--- config.mk ---
export PLATFORM = sky130hd
export DESIGN_NAME = decoder_nto2n_seq
export DESIGN_NICKNAME = d
export VERILOG_FILES = /design/src/rtl/decoder_nto2n_seq_pkg.sv /design/src/rtl/decoder_nto2n_seq_onehot_dec.sv /design/src/rtl/decoder_nto2n_seq.sv
export SDC_FILE = /design/constraint.sdc
export NUM_CORES = 1
export LEC_CHECK = 0
export ABC_AREA = 1
export CAP_MARGIN = 15
export CORE_MARGIN = 4
export CORE_UTILIZATION = 56
export CTS_BUF_LIST = sky130_fd_sc_hd__clkbuf_16
export DETAILED_ROUTE_END_ITERATION = 7
export GPL_TIMING_DRIVEN = 1
export PLACE_DENSITY = 0.94
export SLEW_MARGIN = 5
export SYNTH_ARGS = -nofsm -noshare
export SYNTH_HDL_FRONTEND = slang
export SYNTH_HIERARCHICAL = 1
export SYNTH_SLANG_ARGS = --single-unit
--- constraint.sdc ---
create_clock -name clk -period 6 [get_ports clk]
set_clock_uncertainty 0.15 [all_clocks]
set_input_delay 1.2 -clock clk [delete_from_list [all_inputs] [get_ports clk]]
set_output_delay 1.2 -clock clk [all_outputs]
set_load 0.02 [all_outputs]
--- src/rtl/decoder_nto2n_seq_pkg.sv ---
// Shared definitions for the sequenced N-to-2^N decoder: mode encoding and width.
package decoder_pkg;
  localparam int MODE_W = 2;

  typedef enum logic [MODE_W-1:0] {
    MODE_DIRECT  = 2'b00,
    MODE_SCAN_UP = 2'b01,
    MODE_SCAN_DN = 2'b10,
    MODE_HOLD    = 2'b11
  } mode_e;
endpackage

--- src/rtl/decoder_nto2n_seq_onehot_dec.sv ---
// Purely combinational N_IN -> 2**N_IN one-hot decoder.
module onehot_dec #(
  parameter int N_IN = 3
) (
  input  logic [N_IN-1:0]      code_i,
  output logic [2**N_IN-1:0]   onehot_o
);
  always_comb begin
    onehot_o         = '0;
    onehot_o[code_i] = 1'b1;
  end
endmodule

--- src/rtl/decoder_nto2n_seq.sv ---
// Registered one-hot decoder with direct load, up/down scan sequencer with
// programmable dwell, hold mode and wrap pulse.
module decoder_nto2n_seq
  import decoder_pkg::*;
#(
  parameter int N_IN    = 3,
  parameter int DWELL_W = 8
) (
  input  logic                 clk,
  input  logic                 rst_n,
  input  logic                 en,
  input  logic [MODE_W-1:0]    mode,
  input  logic                 in_valid,
  input  logic [N_IN-1:0]      in,
  output logic                 in_ready,
  input  logic [DWELL_W-1:0]   dwell,
  output logic [2**N_IN-1:0]   out,
  output logic                 out_valid,
  output logic [N_IN-1:0]      code,
  output logic                 wrap
);
  localparam int OUT_W = 2**N_IN;

  mode_e              mode_cur, mode_q;
  logic [N_IN-1:0]    code_q, code_d;
  logic [DWELL_W-1:0] cnt_q, cnt_d, cnt_eff;
  logic [OUT_W-1:0]   out_q, out_d, dec;
  logic               out_valid_q, out_valid_d;
  logic               wrap_q, wrap_d;
  logic               mode_chg, step_due;

  assign mode_cur = mode_e'(mode);
  assign in_ready = rst_n && en && (mode_cur == MODE_DIRECT);

  always_comb begin
    mode_chg    = (mode_cur != mode_q);
    // Any mode change restarts dwell timing from zero on this very edge.
    cnt_eff     = mode_chg ? '0 : cnt_q;
    step_due    = (cnt_eff >= dwell);
    code_d      = code_q;
    cnt_d       = cnt_q;
    wrap_d      = 1'b0;
    out_valid_d = 1'b0;
    if (!en) begin
      cnt_d = '0;
    end else begin
      out_valid_d = 1'b1;
      case (mode_cur)
        MODE_DIRECT: begin
          cnt_d = '0;
          if (in_valid) code_d = in;
        end
        MODE_SCAN_UP: begin
          if (step_due) begin
            cnt_d  = '0;
            code_d = code_q + 1'b1;
            wrap_d = (code_q == {N_IN{1'b1}});
          end else begin
            cnt_d = cnt_eff + 1'b1;
          end
        end
        MODE_SCAN_DN: begin
          if (step_due) begin
            cnt_d  = '0;
            code_d = code_q - 1'b1;
            wrap_d = (code_q == '0);
          end else begin
            cnt_d = cnt_eff + 1'b1;
          end
        end
        MODE_HOLD: cnt_d = cnt_eff;
        default: ;
      endcase
    end
  end

  onehot_dec #(.N_IN(N_IN)) u_dec (
    .code_i   (code_d),
    .onehot_o (dec)
  );

  assign out_d = out_valid_d ? dec : '0;

  always_ff @(posedge clk or negedge rst_n) begin
    if (!rst_n) begin
      mode_q      <= MODE_DIRECT;
      code_q      <= '0;
      cnt_q       <= '0;
      out_q       <= '0;
      out_valid_q <= 1'b0;
      wrap_q      <= 1'b0;
    end else begin
      mode_q      <= mode_cur;
      code_q      <= code_d;
      cnt_q       <= cnt_d;
      out_q       <= out_d;
      out_valid_q <= out_valid_d;
      wrap_q      <= wrap_d;
    end
  end

  assign out       = out_q;
  assign out_valid = out_valid_q;
  assign code      = code_q;
  assign wrap      = wrap_q;
endmodule

* Word-level counts from Yosys, hierarchy flattened
Index checks and enable logic that the tools add are counted.
** Storage, ports and cells
- Output and inout port bits :: 14
- Bits of input ports :: 17
- Flip-flop bits (word level) :: 23
** Operators by class
- Reduce and logical (&&, ||, !) cells :: 6
- Eq/ne operators :: 5
- Multiplexer cells :: 17
- Add/sub/neg operators :: 3
- Order comparisons :: 3
** Operators by type and width (count)
- $mux W8 :: 4
- $pmux W8 S3 :: 1
- $mux W3 :: 4
- $pmux W3 S3 :: 1
- $add A8 B1 Y8 const B :: 1
- $ge A8 B8 Y1 :: 1
- $mux W1 :: 5
- $eq A2 B2 Y1 const B :: 2
- $lt A3 B4 Y1 const B :: 1
- $add A3 B1 Y3 const B :: 1
- $demux W1 S3 :: 1
- $eq A3 B3 Y1 const B :: 1
- $ge A3 B1 Y1 const B :: 1
- $logic_and A1 B1 Y1 :: 3
- $logic_not A3 Y1 :: 1
- $sub A3 B1 Y3 const B :: 1
- $eq A2 B1 Y1 const B :: 1
- $logic_not A2 Y1 :: 1
- $ne A2 B2 Y1 :: 1
- $pmux W1 S2 :: 1
- $reduce_or A2 Y1 :: 1

* Logic depth before layout (Yosys ltp)
- Depth after elaboration :: 11
- Mapped depth :: 21
- Gate-level depth less buffers :: 21

* Hierarchy
Netlist, hierarchy kept.
** Modules (own cells, without submodules)
- decoder_nto2n_seq :: seq. area each 575.6 µm², cells each 204, area each 1602.8 µm², instances 1
- onehot_dec :: seq. area each 0.0 µm², cells each 15, area each 56.3 µm², instances 1

* Worst setup path after synthesis
OpenSTA, ideal clock, no wires.
- Path kind :: input-to-reg
- From :: input port mode[0]
- To :: register out_q[0], in the netlist out[0]
- Arrival time :: 3.193 ns
- Required time :: 5.737 ns
- Slack :: 2.544 ns
- Stages :: 17
- Cells stage by stage :: inv_2 -> nand2_1 -> nand2_1 -> nand2_4 -> nor2_1 -> ha_1 -> a21oi_1 -> o21a_1 -> nand3_2 -> o21ai_0 -> nand3_1 -> a21oi_1 -> inv_1 -> nand2_1 -> nor2_1 -> nand2_1 -> inv_1
** On the way
- Cells in the longest elaborated chain, start to end :: 11
- Elaborated cells on any way between the ends :: 16
- Classes of those cells :: order compare (3); eq/ne (3); mux (8); reduce/logical (2)
** Ends and longest elaborated chain
- from (decl) :: RTL line decoder_nto2n_seq.sv:12 : input logic [MODE_W-1:0] mode,
- $ne A2 B2 Y1 :: RTL line decoder_nto2n_seq.sv:36 : mode_chg = (mode_cur != mode_q);
- $mux W8 :: RTL line decoder_nto2n_seq.sv:38 : cnt_eff = mode_chg ? '0 : cnt_q;
- $ge A8 B8 Y1 :: RTL line decoder_nto2n_seq.sv:39 : step_due = (cnt_eff >= dwell);
- $mux W3, on equally long branches :: RTL line decoder_nto2n_seq.sv:63, decoder_nto2n_seq.sv:54
- $pmux W3 S3 (*) :: RTL line decoder_nto2n_seq.sv:48 : case (mode_cur)
- $mux W3 (*) :: RTL line decoder_nto2n_seq.sv:44 : if (!en) begin
- named net code_d[2] :: RTL line decoder_nto2n_seq.sv:25 : logic [N_IN-1:0] code_q, code_d;
- $lt A3 B4 Y1 (implied by the code) / $ge A3 B1 Y1 (equally long branches) :: RTL line decoder_nto2n_seq_onehot_dec.sv:10 : onehot_o[code_i] = 1'b1;
- $logic_and A1 B1 Y1 (implied by the code) :: RTL line decoder_nto2n_seq_onehot_dec.sv:10
- $mux W1 (implied by the code) :: RTL line decoder_nto2n_seq_onehot_dec.sv:10
- $demux W1 S3 (*)
- named net dec[0] :: RTL line decoder_nto2n_seq.sv:27 : logic [OUT_W-1:0] out_q, out_d, dec;
- $mux W8 (*) :: RTL line decoder_nto2n_seq.sv:82 : assign out_d = out_valid_d ? dec : '0;
- named net out_d[0] :: RTL line decoder_nto2n_seq.sv:27
- to (signal assigned) :: RTL line decoder_nto2n_seq.sv:96 : out_q <= out_d;
- to (decl) :: RTL line decoder_nto2n_seq.sv:27
The timed path passes the listed nets; every way through them passes the cells marked *.

* Final worst setup path
- From :: input port mode[1]
- To :: output port in_ready
** On the way
- Cells in the longest elaborated chain, start to end :: 2
** Ends and longest elaborated chain
- $logic_not A2 Y1 :: RTL line decoder_nto2n_seq.sv:33 : assign in_ready = rst_n && en && (mode_cur == MODE_DIRECT);
- $logic_and A1 B1 Y1 :: RTL line decoder_nto2n_seq.sv:33
- to (decl) :: RTL line decoder_nto2n_seq.sv:15 : output logic in_ready,
Every way passes these cells.

==> flow_summary.toml <==
[run_status]
status = "finished clean"

[clock_network]
cts.repair.resized = 0
root_buffer = "clkbuf_16"
path_clk_slew_ps = 60
hold_buffers = 0
clkLatencyLatePin_ps = 260
clock_path_buffers = 2
htree_levels = 1
cts_tree = "built"
cts_num_sinks = 23
cts_buffers = 3
cts_setup_buffers = 0

[critical_path]
required_ps = 4650
cp_max_fo = 6
cp_cell_sequence = "clkdlybuf4s50_1, inv_1, ha_1, nand2_1, nor2_1, clkdlybuf4s50_1"
critPathLaunchType = "input port"
worstPathArrival_ps = 3040
crit_top_cell = "clkdlybuf4s50_1"
crit_path_end_kind = "primary output"
slowest_delay_ps = 640
cp_top_family = "buffers and inverters"
critPathBufInv = 3
crit_type = "input port to primary output"
cpMaxStageDelayCell = "clkdlybuf4s50_1"

[sta]
drv_slew = 0
final_hold_viol_count = 0
slew_headroom_pct = 67.39
fin_crit_ps = 4394
worstMarginPinSlew_ps = 489.2
fin_crit_sh_pct = 73.23
fmaxAchievable_ghz = 0.2276
fin_setup_tns_ps = 0
rsz0062_at_grt = "false"
setup_viol = 0

[finish]
fillers = 218
fin_nets = 288
antenna_cells = 0
drive_gt1_share_pct = 9.524
areaGrowthSynthToFinish_pct = 24.96

[synth]
synth_top_area_share_pct = 34.69
synth_ff_type = "dfrtp_1"
ys_seq_area_share_pct = 34.69
synth_common_cells = "47 x nand2_1, 41 x inv_1, 25 x nor2_1"
syn_avg_cell_area_um2 = 7.576
synth-edff-count = 0
syn_nets = 254
yosysMostFrequentCell = "nand2_1"
yosysTopAreaCell = "dfrtp_1"
synth_seq_cells = 23
async_flop_share_pct = 100.0
syn_area_mm2 = 0.001659
synthCells = 219
ys_warn_count = 6
synth.distinct_cells = 29
synth_area_leaders = "dfrtp_1 35%, ha_1 14%, nand2_1 11%"

[min_path]
hp-class = "register to register"

[die]
die_w_um = 62.43
die_area_mm2 = 0.003898
coreArea_mm2 = 0.002805
start_util_pct = 59.14
rows = 19
fp.dieH_um = 62.43
ios = 31

[detailed_routing]
firstDrtPassIters = 4
via_per_inst = 5.184
wirelength_um = 3610
antenna_left = 0
avgRoutedWirePerCell_um = 12.76
drc = 0
drt_iter0_drc = 41
vias = 1467

[placement]
dp_hpwl_um = 2803
port-buffer-count = 30
gp_congestion = 0.9038

[global_route]
grt_overflow_total = 0
grt_pass1_wl_um = 6499
antenna_found_initial = 0
first_global_vias = 1514
grtUsageTotal_pct = 20.15
grt_max_degree = 25

[power]
peakVddDrop_mv = 0.2081
power_density_mw_per_mm2 = 205.3
leakage_uw = 0.001101
total_power_uw = 425.7

[run]
maxCapViolations = 0
## power breakdown
group	internal, uW	leakage, uW	switching, uW	total, uW
clock network	90.4	0.0000371	56.6	147
registers	164	0.000304	6.65	170
logic	45.6	0.000759	62.7	108
total	300	0.00110	126	426
## final cells by class
type | instances | area (um2) | area share (%)
clock buffers | 3 | 75.07 | 3.621
clock inverters | 1 | 7.507 | 0.3621
inverters | 46 | 172.7 | 8.328
multi-input cells | 148 | 895.9 | 43.21
flip-flops and latches | 23 | 575.6 | 27.76
well taps | 31 | 38.79 | 1.871
repair buffers | 31 | 307.8 | 14.85
## cells in the final DEF (no fill, tap or decap), drive strengths merged
cell            n
buf             1
o21ai           8
mux2i           1
o22ai           1
clkinvlp        1
a21oi          13
clkbuf          3
dfrtp          23
clkinv          1
ha             18
nand2          51
inv            45
clkdlybuf4s50  30
o21bai          1
o21ba           1
a32o            1
o21a            1
nor2           30
a22oi           2
nand4           8
xnor2           1
nand3          11
## per-stage QoR
stage | cells | hold WS, ps | area, um2 | setup WS [ps] | util [%]
after detailed placement | 279 | 464.6 | 1991 | 1502 | 70.96
after floorplan | 219 | 433.8 | 1659 | 2544 | -
final | 283 | 476.6 | 2073 | 1606 | 73.91
after global placement | 279 | 475.7 | 1991 | 1589 | 70.96
after global routing | 283 | 500.8 | 2073 | 1401 | 73.91
after CTS | 283 | 477.6 | 2073 | 1585 | 73.91
## flip-flops by register name (all words and copies together) (netlist names)
signal,count
cnt_q,8
code,3
mode_q,2
out,8
out_valid,1
wrap,1
## layer usage
| metal | vias up | track usage [%] | part of all wire, % | routed length (um) |
|---|---|---|---|---|
| met2 | 45 | 34.75 | 50 | 1795 |
| met3 | 9 | 6.115 | 6.0 | 217 |
| met5 | - | 0 | 0 | 0 |
| li1 | 755 | - | - | - |
| met4 | 0 | 5.234 | 1.1 | 40 |
| met1 | 658 | 24.40 | 43 | 1558 |
## worst reg2reg max path, delay by kind of cell (launching register included)
family / cells / cell delay, ps
fa+ha+maj: 1 / 300
compound gates: 2 / 510
simple gates: 12 / 1390
flops: 1 / 380
buf+inv: 4 / 260
## final timing paths
kind / from / endpoint / slack, ps / depth (start not counted)
setup / recovery: mode[1] / in_ready / 1610 / 6
hold / removal: cnt_q[7] / cnt_q[7] / 480 / 4
setup reg to reg: mode_q[0] / out[5] / 2960 / 19
hold reg to reg: cnt_q[7] / cnt_q[7] / 480 / 4
max in group asynchronous: rst_n / wrap / 4320 / 2
min in group asynchronous: rst_n / cnt_q[6] / 1150 / 2
## cells by family (layout without fill, tap and decap cells)
logic type	after synthesis	in the layout	share of synthesized area, %
simple gates	100	100	27.98
buf+inv	48	81	11.31
compound gates	28	28	10.18
flops	23	23	34.69
fa+ha+maj	18	18	13.57
xor+xnor	1	1	1.659
mux	1	1	0.6033
No activity file was read; power rests on OpenSTA's default activity.
